==> src/rtl/mul_seq_16bit_if.sv <==
// mul_seq_16bit_if: operand/product handshake bundle for the sequential multiplier.
//   in_valid  (master->slave)  operands a/b present
//   in_ready  (slave->master)  multiplier idle, can take operands
//   a, b      (master->slave)  unsigned multiplicand / multiplier
//   out_valid (slave->master)  product p valid
//   out_ready (master->slave)  consumer takes the product
//   p         (slave->master)  unsigned product a*b
interface mul_seq_16bit_if #(
  parameter int WIDTH = 16
);
  logic               in_valid;
  logic               in_ready;
  logic [WIDTH-1:0]   a;
  logic [WIDTH-1:0]   b;
  logic               out_valid;
  logic               out_ready;
  logic [2*WIDTH-1:0] p;

  modport master (
    output in_valid, a, b, out_ready,
    input  in_ready, out_valid, p
  );

  modport slave (
    input  in_valid, a, b, out_ready,
    output in_ready, out_valid, p
  );
endinterface

==> src/rtl/mul_seq_16bit.sv <==
// mul_seq_16bit: radix-2 shift-add unsigned multiplier, 16x16 -> 32.
// One partial-product addition per cycle through a 16-bit carry-lookahead
// adder; 16 steps per operation, fixed latency, valid/ready on both sides.
//   clk  rising-edge clock
//   rst  asynchronous active-high reset
//   bus  slave side of mul_seq_16bit_if (in_valid/in_ready/a/b in,
//        out_valid/out_ready/p out)
// WIDTH is fixed at 16 (the adder is a fixed 16-bit structure) and
// CNT_W must satisfy 2**CNT_W == WIDTH.
module mul_seq_16bit #(
  parameter int WIDTH = 16,
  parameter int CNT_W = 4
) (
  input logic           clk,
  input logic           rst,
  mul_seq_16bit_if.slave bus
);

  typedef enum logic [1:0] {
    S_IDLE = 2'd0,
    S_RUN  = 2'd1,
    S_DONE = 2'd2
  } state_t;

  state_t             r_state;
  state_t             w_state_nxt;
  logic [WIDTH-1:0]   r_mcand;
  logic [WIDTH-1:0]   r_acc_hi;
  logic [WIDTH-1:0]   r_mq;
  logic [CNT_W-1:0]   r_cnt;

  logic               w_accept;
  logic               w_step;
  logic [WIDTH-1:0]   w_add_b;
  logic [WIDTH-1:0]   w_sum;
  logic               w_cout;

  // ---------------------------------------------------------------------------
  // Control: state register and next-state / step decode
  // ---------------------------------------------------------------------------
  always_ff @(posedge clk or posedge rst) begin
    if (rst) r_state <= S_IDLE;
    else     r_state <= w_state_nxt;
  end

  always_comb begin
    w_state_nxt = r_state;
    w_accept    = 1'b0;
    w_step      = 1'b0;
    case (r_state)
      S_IDLE: begin
        if (bus.in_valid) begin
          w_accept    = 1'b1;
          w_state_nxt = S_RUN;
        end
      end
      S_RUN: begin
        w_step = 1'b1;
        // Last of the 16 steps: counter has reached all-ones.
        if (r_cnt == {CNT_W{1'b1}}) w_state_nxt = S_DONE;
      end
      S_DONE: begin
        if (bus.out_ready) w_state_nxt = S_IDLE;
      end
      default: w_state_nxt = S_IDLE;
    endcase
  end

  // ---------------------------------------------------------------------------
  // Adder stage: 16-bit carry-lookahead adder, 4 groups of 4 bits with a
  // second lookahead level across the groups. Only adder on the datapath.
  // ---------------------------------------------------------------------------
  assign w_add_b = r_mq[0] ? r_mcand : '0;

  logic [WIDTH-1:0] w_g;
  logic [WIDTH-1:0] w_p;
  logic [WIDTH-1:0] w_c;
  logic [3:0]       w_gg;
  logic [3:0]       w_gp;
  logic [4:0]       w_gc;

  assign w_g = r_acc_hi & w_add_b;
  assign w_p = r_acc_hi ^ w_add_b;

  always_comb begin
    w_gg = '0;
    w_gp = '0;
    w_gc = '0;
    w_c  = '0;
    for (int k = 0; k < 4; k++) begin
      w_gg[k] = w_g[4*k+3]
              | (w_p[4*k+3] & w_g[4*k+2])
              | (w_p[4*k+3] & w_p[4*k+2] & w_g[4*k+1])
              | ((&w_p[4*k+1 +: 3]) & w_g[4*k]);
      w_gp[k] = &w_p[4*k +: 4];
    end
    // Carry-in is tied low: each step is a plain acc_hi + partial product.
    w_gc[0] = 1'b0;
    w_gc[1] = w_gg[0];
    w_gc[2] = w_gg[1] | (w_gp[1] & w_gg[0]);
    w_gc[3] = w_gg[2] | (w_gp[2] & w_gg[1]) | ((&w_gp[2:1]) & w_gg[0]);
    w_gc[4] = w_gg[3] | (w_gp[3] & w_gg[2]) | ((&w_gp[3:2]) & w_gg[1])
            | ((&w_gp[3:1]) & w_gg[0]);
    for (int k = 0; k < 4; k++) begin
      w_c[4*k]   = w_gc[k];
      w_c[4*k+1] = w_g[4*k] | (w_p[4*k] & w_gc[k]);
      w_c[4*k+2] = w_g[4*k+1] | (w_p[4*k+1] & w_g[4*k])
                 | (w_p[4*k+1] & w_p[4*k] & w_gc[k]);
      w_c[4*k+3] = w_g[4*k+2] | (w_p[4*k+2] & w_g[4*k+1])
                 | (w_p[4*k+2] & w_p[4*k+1] & w_g[4*k])
                 | (w_p[4*k+2] & w_p[4*k+1] & w_p[4*k] & w_gc[k]);
    end
  end

  assign w_sum  = w_p ^ w_c;
  assign w_cout = w_gc[4];

  // ---------------------------------------------------------------------------
  // Datapath registers: load on accept, shift-add on each RUN step
  // ---------------------------------------------------------------------------
  always_ff @(posedge clk or posedge rst) begin
    if (rst) begin
      r_mcand  <= '0;
      r_acc_hi <= '0;
      r_mq     <= '0;
      r_cnt    <= '0;
    end else if (w_accept) begin
      r_mcand  <= bus.a;
      r_mq     <= bus.b;
      r_acc_hi <= '0;
      r_cnt    <= '0;
    end else if (w_step) begin
      // Carry-out becomes the new MSB of acc_hi; the retired multiplier bit
      // falls off the bottom of mq while the sum LSB enters its top.
      {r_acc_hi, r_mq} <= {w_cout, w_sum, r_mq[WIDTH-1:1]};
      r_cnt            <= r_cnt + CNT_W'(1);
    end
  end

  // ---------------------------------------------------------------------------
  // Outputs: all decoded from registered state
  // ---------------------------------------------------------------------------
  assign bus.in_ready  = (r_state == S_IDLE);
  assign bus.out_valid = (r_state == S_DONE);
  assign bus.p         = {r_acc_hi, r_mq};

endmodule

==> src/flat_wrapper.sv <==
// flat-port wrapper written by rule: the top's interface ports become plain ports
module mul_seq_16bit_flat 
#(
  parameter int WIDTH = 16,
  parameter int CNT_W = 4
)
  (clk, rst, bus_in_valid, bus_a, bus_b, bus_out_ready, bus_in_ready, bus_out_valid, bus_p);
  mul_seq_16bit_if #(.WIDTH(WIDTH)) bus_i ();
  input logic clk;
  input logic rst;
  input wire logic [$bits(bus_i.in_valid)-1:0] bus_in_valid;
  input wire logic [$bits(bus_i.a)-1:0] bus_a;
  input wire logic [$bits(bus_i.b)-1:0] bus_b;
  input wire logic [$bits(bus_i.out_ready)-1:0] bus_out_ready;
  output wire logic [$bits(bus_i.in_ready)-1:0] bus_in_ready;
  output wire logic [$bits(bus_i.out_valid)-1:0] bus_out_valid;
  output wire logic [$bits(bus_i.p)-1:0] bus_p;
  assign bus_i.in_valid = bus_in_valid;
  assign bus_i.a = bus_a;
  assign bus_i.b = bus_b;
  assign bus_i.out_ready = bus_out_ready;
  assign bus_in_ready = bus_i.in_ready;
  assign bus_out_valid = bus_i.out_valid;
  assign bus_p = bus_i.p;
  mul_seq_16bit #(.WIDTH(WIDTH), .CNT_W(CNT_W)) u_core (.clk(clk), .rst(rst), .bus(bus_i));
endmodule
==> config.mk <==
export PLATFORM = sky130hd
export DESIGN_NAME = mul_seq_16bit_flat
export DESIGN_NICKNAME = d
export VERILOG_FILES = /design/src/rtl/mul_seq_16bit_if.sv /design/src/rtl/mul_seq_16bit.sv /design/src/flat_wrapper.sv
export SDC_FILE = /design/constraint.sdc
export NUM_CORES = 1
export LEC_CHECK = 0
export ABC_AREA = 1
export BUFFER_PORTS_ARGS = -buffer_cell sky130_fd_sc_hd__buf_2
export CAP_MARGIN = 5
export CELL_PAD_IN_SITES_DETAIL_PLACEMENT = 1
export CELL_PAD_IN_SITES_GLOBAL_PLACEMENT = 2
export CORE_MARGIN = 4
export CORE_UTILIZATION = 30
export DETAILED_ROUTE_END_ITERATION = 8
export PLACE_DENSITY = 0.88
export SLEW_MARGIN = 20
export SYNTH_ARGS = -nofsm -noshare
export SYNTH_HDL_FRONTEND = slang
export SYNTH_SLANG_ARGS = --single-unit
==> constraint.sdc <==
create_clock -name clk -period 3.15 [get_ports clk]
set_input_delay 0.315 -clock clk [delete_from_list [all_inputs] [get_ports clk]]
set_output_delay 0.315 -clock clk [all_outputs]
set_load 0.05 [all_outputs]
==> flow_results.org <==
** Global route
- Entering global routing, the biggest net connects 39 pins.
- Wire length of the first global-routing pass :: about 14000 um
- Antenna violations before repair :: 0
- The number of global-route vias before repair was 2991.
- After global routing the overflow that remains totals 0.
- In the global route stage, overall resource usage came out at between 10 and 15%.

** STA
- RSZ-0062 raised after global routing :: false
- Setup TNS :: 0 ns
- Final Cycle Share :: 82.3%
- Final worst clock skew :: around 0.015 ns
- Final setup violation count :: 0
- Derived from the worst setup path, the maximum achievable clock frequency is approximately 0.39 GHz.
- Final hold vios :: 0
- Final Slew Violations :: 0
- Headroom to the max-slew limit came out at 55.3%.
- Worst hold slack after final layout :: 0.174 ns
- At the pin with the least slew margin, the transition time is 0.669 ns.
- For the finished layout, the period the worst path requires is ~2.6 ns.

** Critical path
- The worst register-to-register path ends at u_core.r_acc_hi[12].
- The worst setup path is launched from a register.
- Data required, critical path :: 3.41 ns
- The worst setup path is captured at a register.
- RR Startpoint :: u_core.r_mq[0]
- R2R cell count :: 14
- In this run the worst path has a maximum fanout of 18.
- Type of the worst setup path :: reg2reg
- For the worst setup path, the data arrival time is around 2.9 ns.
- In this run the register-to-register setup slack is 0.56 ns.

** Die
- Measured along the x axis, the die boundary spans 110 um.
- Number of rows in the core area :: 37
- The floorplan step defined a die boundary enclosing 12200 um2.
- For this configuration, the core starts out at a cell density of 30.6%.
- Ports placed on the boundary :: 70
- After floorplanning, the core was sized to cover 10300 um2.
- The die is 110 um tall.

** Pwr
- Leakage component of the power :: 2.12 nW
- Worst VDD drop :: 0.568 mV
- Sequential share of power :: 31.0%
- Combinational share of power :: 56.5%
- Clock network power share :: 12.5%
- After layout, the design draws a total of roughly 4.1 mW.
- For this design the ratio of total power to cell area is 1090 nW/um2.
- Summed over all nets, the switching power comes to 2.16 mW.
- The internal power of the cells totals 1.89 mW.
- Of the total power, the share spent switching nets is 53.2%.

** Place
- Final estimated routing congestion in global placement :: 0.815
- Area after DPL :: about 3600 um2
- Post-detail-place hpwl :: 5950 um
- Buffers placed on the I/O ports in this run total slightly below 70.

** Routing
- Wires add up to 8010 um.
- In the routed layout, each cell is associated on average with a via count of 4.61.
- In the final routed layout, each cell accounts on average for 13.5 um.
- The count of nets left with antenna violations once routing finished came out at 0.
- The first detailed-routing pass took 4 iterations.
- Via count :: 2731
- Count of unresolved DRC violations after routing :: 0
- Iteration-0 DRC Markers :: 81

** Worst hold path
- The worst hold path was traced through 3 stages.
- The worst hold path terminates at u_core.r_mcand[3].
- The startpoint identified for the worst hold timing path is bus_a[3].
- In this run the worst hold path is classified as in2reg.

** Synth
- Synthesis inferred 54 register bits.
- Share of the synthesized area in the top cell type :: 43.0%
- Cell Area, Synth :: 3140 um2
- Biggest area contributors in the synthesized netlist :: sky130_fd_sc_hd__dfrtp_1 (43%), sky130_fd_sc_hd__nand2_1 (18%), sky130_fd_sc_hd__inv_1 (6.9%)
- Unique masters post-synth :: 33
- Avg Cell Area, Syn :: 8.07 um2
- Synthesis produced a netlist whose cell count is 389.
- Synthesis produced a netlist with a net count of 446.
- Sequential cells were found to cover 43.0% of the synthesized design area.
- Summed over all instances, the cell type with the most area after synthesis is sky130_fd_sc_hd__dfrtp_1.
- Yosys printed 0 warnings.

** Final layout
- Most common cell after layout, fill and taps aside :: sky130_fd_sc_hd__nand2_1
- Layout area overhead :: 17.8%
- Proportion of layout cells with a drive suffix above 1 :: 22.1%
- The library cells used most frequently in the layout, excluding fill and tap cells, are sky130_fd_sc_hd__nand2_1 (148), sky130_fd_sc_hd__buf_2 (69), sky130_fd_sc_hd__inv_1 (57).
- Summing all non-filler instances in the final layout gives an area of approximately 3700 um2.
- For this run, the share of the core covered by cells in the final layout is 36.0%.
- Number of inserted diodes :: 0
- Final Net Count :: 512

** Clocking
- Once the clock tree was built, the resizer swapped 0 gates to a different size.
- The tree is rooted in a sky130_fd_sc_hd__clkbuf_8.
- CTS saw between 50 and 60 sinks.
- Worst-Skew Late Latency :: around 0.33 ns
- TritonCTS clock tree :: yes
- Buffers added to address setup during post-CTS repair amount to 0.
- The number of hold buffers added after CTS was 1.
- Clock transition at the register clock pins on the worst setup and hold paths after CTS :: about 0.11 ns
- The H-tree was split into 2 levels.
- Buffers inserted during clock tree synthesis total 5.
- Maximum buffer depth of the clock tree :: 2

** Outcome
- Status :: completed

** Job
- Max-cap viol count :: 0
## synth_stat cells, drive strengths merged
cell / number
nand2: 156
a21oi: 8
a22o: 4
buf: 9
fa: 4
o211ai: 2
nand4: 4
o21ai: 13
dfrtp: 54
o22ai: 1
ha: 17
xnor2: 1
o221ai: 14
nor2: 18
nand3: 15
a41oi: 1
a31o: 1
clkbuf: 3
inv: 61
nor3: 3
## power by group through the flow
stage               combinational, mW  sequential (mW)  clock, mW
CTS                              2.33             1.27      0.528
global route                     2.54             1.31      0.556
global placement                 2.25             1.27          0
detailed placement               2.31             1.28          0
floorplan                        1.32             1.77          0
finish                           2.29             1.26      0.506
## state kept, by name, indices dropped and copies added (netlist names)
register / count
u_core.r_acc_hi: 16
u_core.r_mcand: 16
u_core.r_mq: 16
u_core.r_cnt: 4
u_core.r_state: 2
## how the worst max path moves through the flow
stage,from,to,slack [ns],cells past startpoint
after detailed placement,u_core.r_mq[0],u_core.r_acc_hi[12],0.56,14
after global routing,u_core.r_mq[0],u_core.r_acc_hi[12],0.23,14
after global placement,u_core.r_mq[0],u_core.r_acc_hi[12],0.69,12
after CTS,u_core.r_mq[0],u_core.r_acc_hi[12],0.50,14
final,u_core.r_mq[0],u_core.r_acc_hi[12],0.56,14
after floorplan,u_core.r_mq[0],u_core.r_acc_hi[12],0.46,16
## worst max-delay path, cell delays in order (launching register included)
cell	delay, ns
sky130_fd_sc_hd__dfrtp_1	0.65
sky130_fd_sc_hd__nand2_1	0.16
sky130_fd_sc_hd__inv_1	0.05
sky130_fd_sc_hd__ha_1	0.38
sky130_fd_sc_hd__nand2_1	0.08
sky130_fd_sc_hd__nor2_1	0.09
sky130_fd_sc_hd__nor2_1	0.05
sky130_fd_sc_hd__nand2_2	0.10
sky130_fd_sc_hd__nand2_1	0.06
sky130_fd_sc_hd__nand3_1	0.13
sky130_fd_sc_hd__inv_1	0.07
sky130_fd_sc_hd__fa_1	0.37
sky130_fd_sc_hd__xnor2_1	0.15
sky130_fd_sc_hd__nand3_1	0.08
sky130_fd_sc_hd__o21ai_1	0.10
## metal layers
metal | vias up | wire, um | track usage, %
met5 | - | 0 | 0
li1 | 1365 | - | -
met3 | 7 | 483 | 4.25
met1 | 1304 | 3580 | 17.6
met4 | 0 | 99 | 3.96
met2 | 55 | 3850 | 24.9
## cell type report
cell class | instances | area [um2]
inverters | 61 | 234
fillers | 1284 | 6580
multi-input cells | 262 | 1470
repair buffers | 71 | 363
clock inverters | 3 | 48.8
flip-flops and latches | 54 | 1350
well taps | 136 | 170
clock buffers | 5 | 68.8
## cells by family (layout without fill, tap and decap cells)
group	after synthesis	count (layout)	synth area share, %
simple gates	196	196	26.7
buf+inv	73	140	10.3
compound gates	44	44	10.4
flops	54	54	43.0
xor+xnor	1	1	0.279
fa+ha+maj	21	21	9.32
## stage by stage
stage          worst slack [ns]  std cells
2_1_floorplan             0.465        389
3_3_place_gp              0.691        583
3_5_place_dp              0.558        583
4_1_cts                   0.504        592
5_1_grt                   0.235        592
6_report                  0.558        592
(Power assumes the default switching activity.)
